File: src/rtl/imem_loader.sv
// Boot-time instruction memory loader: assembles a length-prefixed little-endian byte stream
// into 32-bit words and holds the core in reset until the image is loaded. Optional CHECKSUM_EN.
module imem_loader #(
    parameter int ADDR_W    = 8,
    parameter int BASE_ADDR = 0
) (
    input  logic              clk,
    input  logic              reset,
    input  logic              start,
    input  logic              rx_valid,
    input  logic [7:0]        rx_data,
    output logic              rx_ready,
    output logic              mem_we,
    output logic [ADDR_W-1:0] mem_addr,
    output logic [31:0]       mem_wdata,
    output logic              cpu_hold,
    output logic              busy,
    output logic              done,
    output logic              err
);

    typedef enum logic [3:0] {
        ST_IDLE, ST_LEN0, ST_LEN1, ST_CHK, ST_DATA, ST_WRITE, ST_FIN, ST_ERR
`ifdef CHECKSUM_EN
        , ST_CSUM
`endif
    } state_t;

    localparam logic [ADDR_W-1:0] BASE_W    = ADDR_W'(BASE_ADDR);
    localparam logic [16:0]       MAX_WORDS = 17'(2 ** ADDR_W);

    state_t              state_r;
    logic [15:0]         count_r;
    logic [15:0]         word_idx_r;
    logic [1:0]          byte_idx_r;
    logic [23:0]         word_r;
    logic                rx_ready_r;
    logic                mem_we_r;
    logic [ADDR_W-1:0]   mem_addr_r;
    logic [31:0]         mem_wdata_r;
    logic                cpu_hold_r;
    logic                busy_r;
    logic                done_r;
    logic                err_r;

    logic                accept_s;
    logic                last_word_s;
    logic                count_ok_s;
    logic [ADDR_W-1:0]   wr_addr_s;

`ifdef CHECKSUM_EN
    logic [7:0]          csum_r;

    function automatic logic [7:0] csum_update(input logic [7:0] acc, input logic [7:0] b);
        return acc ^ b;
    endfunction
`endif

    assign accept_s    = rx_valid & rx_ready_r;
    assign last_word_s = (word_idx_r == (count_r - 16'd1));
    assign count_ok_s  = (count_r != 16'd0) && ({1'b0, count_r} <= MAX_WORDS);
    // Address arithmetic is ADDR_W wide so BASE_ADDR+word_idx wraps naturally.
    assign wr_addr_s   = BASE_W + word_idx_r[ADDR_W-1:0];

    assign rx_ready  = rx_ready_r;
    assign mem_we    = mem_we_r;
    assign mem_addr  = mem_addr_r;
    assign mem_wdata = mem_wdata_r;
    assign cpu_hold  = cpu_hold_r;
    assign busy      = busy_r;
    assign done      = done_r;
    assign err       = err_r;

    // Loader FSM; every output is registered and set on entry to the state it belongs to.
    always_ff @(posedge clk) begin
        if (reset) begin
            state_r     <= ST_IDLE;
            count_r     <= 16'd0;
            word_idx_r  <= 16'd0;
            byte_idx_r  <= 2'd0;
            word_r      <= 24'd0;
            rx_ready_r  <= 1'b0;
            mem_we_r    <= 1'b0;
            mem_addr_r  <= BASE_W;
            mem_wdata_r <= 32'd0;
            cpu_hold_r  <= 1'b1;
            busy_r      <= 1'b0;
            done_r      <= 1'b0;
            err_r       <= 1'b0;
`ifdef CHECKSUM_EN
            csum_r      <= 8'd0;
`endif
        end else begin
            mem_we_r <= 1'b0;
            done_r   <= 1'b0;
            case (state_r)
                ST_IDLE: begin
                    if (start) begin
                        state_r    <= ST_LEN0;
                        rx_ready_r <= 1'b1;
                        busy_r     <= 1'b1;
                        err_r      <= 1'b0;
                        word_idx_r <= 16'd0;
                        byte_idx_r <= 2'd0;
`ifdef CHECKSUM_EN
                        csum_r     <= 8'd0;
`endif
                    end
                end
                ST_LEN0: begin
                    if (accept_s) begin
                        count_r[7:0] <= rx_data;
                        state_r      <= ST_LEN1;
                    end
                end
                ST_LEN1: begin
                    if (accept_s) begin
                        count_r[15:8] <= rx_data;
                        state_r       <= ST_CHK;
                        rx_ready_r    <= 1'b0;
                        cpu_hold_r    <= 1'b1;
                    end
                end
                ST_CHK: begin
                    if (count_ok_s) begin
                        state_r    <= ST_DATA;
                        rx_ready_r <= 1'b1;
                    end else begin
                        state_r <= ST_ERR;
                        err_r   <= 1'b1;
                    end
                end
                ST_DATA: begin
                    if (accept_s) begin
`ifdef CHECKSUM_EN
                        csum_r <= csum_update(csum_r, rx_data);
`endif
                        case (byte_idx_r)
                            2'd0: word_r[7:0]   <= rx_data;
                            2'd1: word_r[15:8]  <= rx_data;
                            2'd2: word_r[23:16] <= rx_data;
                            default: begin
                                mem_we_r    <= 1'b1;
                                mem_addr_r  <= wr_addr_s;
                                mem_wdata_r <= {rx_data, word_r};
                                rx_ready_r  <= 1'b0;
                                state_r     <= ST_WRITE;
                            end
                        endcase
                        byte_idx_r <= byte_idx_r + 2'd1;
                    end
                end
                ST_WRITE: begin
                    if (last_word_s) begin
`ifdef CHECKSUM_EN
                        state_r    <= ST_CSUM;
                        rx_ready_r <= 1'b1;
`else
                        state_r    <= ST_FIN;
                        done_r     <= 1'b1;
                        cpu_hold_r <= 1'b0;
`endif
                    end else begin
                        word_idx_r <= word_idx_r + 16'd1;
                        state_r    <= ST_DATA;
                        rx_ready_r <= 1'b1;
                    end
                end
`ifdef CHECKSUM_EN
                ST_CSUM: begin
                    if (accept_s) begin
                        rx_ready_r <= 1'b0;
                        if (rx_data == csum_r) begin
                            state_r    <= ST_FIN;
                            done_r     <= 1'b1;
                            cpu_hold_r <= 1'b0;
                        end else begin
                            state_r <= ST_ERR;
                            err_r   <= 1'b1;
                        end
                    end
                end
`endif
                ST_FIN: begin
                    state_r <= ST_IDLE;
                    busy_r  <= 1'b0;
                end
                ST_ERR: begin
                    state_r <= ST_IDLE;
                    busy_r  <= 1'b0;
                end
                default: begin
                    state_r    <= ST_IDLE;
                    rx_ready_r <= 1'b0;
                    busy_r     <= 1'b0;
                end
            endcase
        end
    end

endmodule
File: config.mk
export PLATFORM = sky130hd
export DESIGN_NAME = imem_loader
export DESIGN_NICKNAME = d
export VERILOG_FILES = /design/src/rtl/imem_loader.sv
export SDC_FILE = /design/constraint.sdc
export NUM_CORES = 1
export LEC_CHECK = 0
export CAP_MARGIN = 20
export CORE_ASPECT_RATIO = 1.25
export CORE_MARGIN = 4
export CORE_UTILIZATION = 30
export DETAILED_ROUTE_END_ITERATION = 16
export PLACE_DENSITY = 0.47
export SLEW_MARGIN = 40
export SYNTH_ARGS = -nofsm -noshare
export SYNTH_HDL_FRONTEND = slang
export SYNTH_SLANG_ARGS = --single-unit
File: constraint.sdc
create_clock -name clk -period 3.9 [get_ports clk]
set_input_delay 0.39 -clock clk [delete_from_list [all_inputs] [get_ports clk]]
set_output_delay 0.39 -clock clk [all_outputs]
set_load 0.01 [all_outputs]
==> impl_metrics.csv <==
group,metric,value,unit
routing,vias_per_cell,4.968,
floorplanning,core,15700,um^2
synthesis,synthFlopType,"dfxtp_1",
synthesis,ys_async_sr_fraction,0,
worst_setup_path,crit_fanout,7,
clock_network,numCtsBuffers,9,
synthesis,synth_fa_ha_area_frac,0.01554,
routing,drt-total-wl,12650,um
synthesis,synth_seq_area_share,0.4434,
clock_network,clkLatencyLatePin,0.35,ns
timing,setup_violations,0,
min_path,hold_class,"reg -> reg",
clock_network,post_cts_buffers,0,
synthesis,synth_simple_gate_area_frac,0.2585,
floorplanning,die-area,18210,um^2
synthesis,synth.distinct_cells,48,
synthesis,yosysMostFrequentCell,"nand2_1",
worst_setup_path,r2r-start,"count_r[0]$_SDFFE_PP0P_",
synthesis,synth.mux.area_fraction,0.03963,
pwr,fin_total_pwr,2.421,mW
finish,areaGrowthSynthToFinish,21.29,%
clock_network,cts_hold_buf,0,
timing,period_minus_slack,3.369,ns
timing,worst_clock_skew,0.004041,ns
synthesis,synth-seq-cells,107,
synthesis,synthCells,595,
routing,dr.first_iter.drc_count,177,
finish,finalNetCount,649,
worst_setup_path,startpoint_type,"register",
routing,ant_nets,0,
synthesis,synth_top_family_by_area,"simple AND/OR/NAND/NOR gates",
global_route,grt_pass1_vias,4001,
synthesis,netlist.area_leader.share,0.4434,
routing,routedWlPerCell,14.93,um
floorplanning,initial_utilization,0.3077,
timing,max_slew_margin,0.5284,
synthesis,synth_compound_area_frac,0.1593,
pwr,power.leakage,1.929,nW
clock_network,htreeDepth,3,
timing,hold_violations,0,
timing,fmax,0.2969,GHz
timing,final_max_slew_viol_count,0,
synthesis,synth_top_area_cell,"dfxtp_1",
worst_setup_path,required,4.14,ns
synthesis,synth.top_cells.by_area,"dfxtp_1, nand2_1, a21oi_1, nand3_1, mux2i_1",
floorplanning,pin_count,58,
clock_network,cts_resized,0,
timing,fin_setup_tns,0,ns
synthesis,synth_nets,613,
global_route,track_usage,0.1417,
min_path,hold_depth,2,
timing,tightest_slew,0.7074,ns
job,cap_violations,0,
global_route,overflow,0,
synthesis,synth_area,4831,um^2
worst_setup_path,r2r_end,"cpu_hold$_SDFFE_PP1P_",
min_path,whs_endpoint,"mem_wdata[15]$_SDFFE_PP0P_",
synthesis,synth_edf_count,0,
clock_network,clock-sinks,107,
synthesis,ys_warn_count,0,
floorplanning,die_x,121.5,um
worst_setup_path,regToRegSetupSlack,0.53,ns
synthesis,synthXorXnorAreaFrac,0.03989,
global_route,grt_start_max_net_pins,93,
synthesis,synth_common_cells,"nand2_1, dfxtp_1, a21oi_1, nor2_1, nand3_1",
place,gp_congestion,0.7969,
routing,drt-pass1-iter-count,4,
worst_setup_path,crit_type,"reg -> reg",
clock_network,cts_tree,"built",
clock_network,clk_path_buf_depth,2,
min_path,hp-start,"mem_wdata[15]$_SDFFE_PP0P_",
floorplanning,std_cell_rows,51,
timing,period_share,0.8638,
routing,via_count,4208,
place,io_buffers,57,
pwr,ir_drop,0.0002043,V
floorplanning,chipHeight,149.9,um
finish,drive_above_1_share,0.07559,
timing,rsz0062_at_grt,"no",
global_route,antenna_found_initial,0,
synthesis,syn_area_per_cell,8.119,um^2
finish,n_antenna_cell,0,
clock_network,clk_pin_slew_worst_paths,0.07,ns
clock_network,cts-root-buf,"clkbuf_16",
worst_setup_path,rr_worst_depth,9,
pwr,powerDensity,413.2,nW/um^2
place,dp_hpwl,8682,um
worst_setup_path,endpoint_kind,"register",
worst_setup_path,cp_data_arrival_time,3.61,ns
routing,route.detailed.drc,0,
status,status,"finished clean",
global_route,grt_pass1_wl,20530,um
-- worst max-delay path, stage by stage (launching register included) --
cell      delay (ns)
dfxtp_1         0.37
inv_1           0.08
ha_1            0.23
or3b_1          0.44
or4_4           0.53
or4_4           0.53
o211ai_2        0.09
nand3_1         0.12
or4_1           0.55
a211o_1         0.32
-- final cells by class --
cell class	count	area [um^2]
Timing Repair Buffer	66	636.9
Multi-Input combinational cell	439	2477
Clock buffer	10	229.0
Clock inverter	5	78.83
Fill cell	1681	9838
Inverter	8	30.03
Tap cell	212	265.3
Sequential cell	107	2142
-- kinds of logic (layout without fill, tap and decap cells) --
family	after synthesis	count (layout)
AND/OR/NAND/NOR	268	268
AO/OA/AOI/OAI	124	124
flip-flops	107	107
buffers and inverters	49	89
XOR/XNOR	22	22
multiplexers	19	19
adder cells (fa/ha/maj)	6	6
-- cell usage in the layout (no fill, tap or decap), types with 5 or more instances in the layout --
master,instances
clkbuf_16,9
nor2_1,38
xor2_1,8
or4_1,17
a21oi_2,9
mux2i_1,18
ha_1,6
o31ai_1,12
dfxtp_1,107
nand3_1,37
o21ai_0,5
nand4_1,7
inv_1,7
a21oi_1,79
xnor2_1,14
buf_4,8
nand2_1,131
clkdlybuf4s50_1,56
nor3_1,7
nor4_1,5
-- how the worst max path moves through the flow --
stage                                        from                     endpoint  depth (start not counted)
after global placement    count_r[0]$_SDFFE_PP0P_        cpu_hold$_SDFFE_PP1P_                          9
final                     count_r[0]$_SDFFE_PP0P_        cpu_hold$_SDFFE_PP1P_                          9
after CTS                 count_r[0]$_SDFFE_PP0P_        cpu_hold$_SDFFE_PP1P_                          9
after floorplan           count_r[0]$_SDFFE_PP0P_  word_idx_r[11]$_SDFFE_PP0P_                         13
after detailed placement  count_r[0]$_SDFFE_PP0P_        cpu_hold$_SDFFE_PP1P_                          9
after global routing      count_r[0]$_SDFFE_PP0P_        cpu_hold$_SDFFE_PP1P_                          9
-- layer usage --
metal,track usage,vias to the layer above,part of all wire
li1,-,2143,-
met1,0.1818,1982,0.46
met2,0.2346,66,0.48
met3,0.02798,17,0.040
met4,0.05325,0,0.020
met5,0,-,0
-- sequential cells by signal, indices dropped and copies added, names as in the netlist --
name / cells
byte_idx_r: 2
mem_we: 1
cpu_hold: 1
mem_addr: 8
word_idx_r: 16
word_r: 24
busy: 1
done: 1
err: 1
state_r: 3
rx_ready: 1
count_r: 16
mem_wdata: 32
-- power breakdown --
group	switching (mW)	internal, mW	total (mW)
sequential	0.0421	1.11	1.15
clock	0.410	0.559	0.969
combinational	0.178	0.120	0.298
total	0.630	1.79	2.42
-- stage by stage --
stage | util | hold slack (ns) | cells | setup slack, ns | cell area [um^2]
3_5_place_dp | 0.3537 | 0.4477 | 832 | 0.5468 | 5552
5_1_grt | 0.3733 | 0.4678 | 847 | 0.3889 | 5859
6_report | 0.3733 | 0.4534 | 847 | 0.5314 | 5859
3_3_place_gp | 0.3534 | 0.4440 | 832 | 0.5812 | 5548
2_1_floorplan | - | 0.4321 | 595 | 0.6863 | 4831
4_1_cts | 0.3733 | 0.4571 | 847 | 0.5186 | 5859
Power figures use the tool's default switching activity.
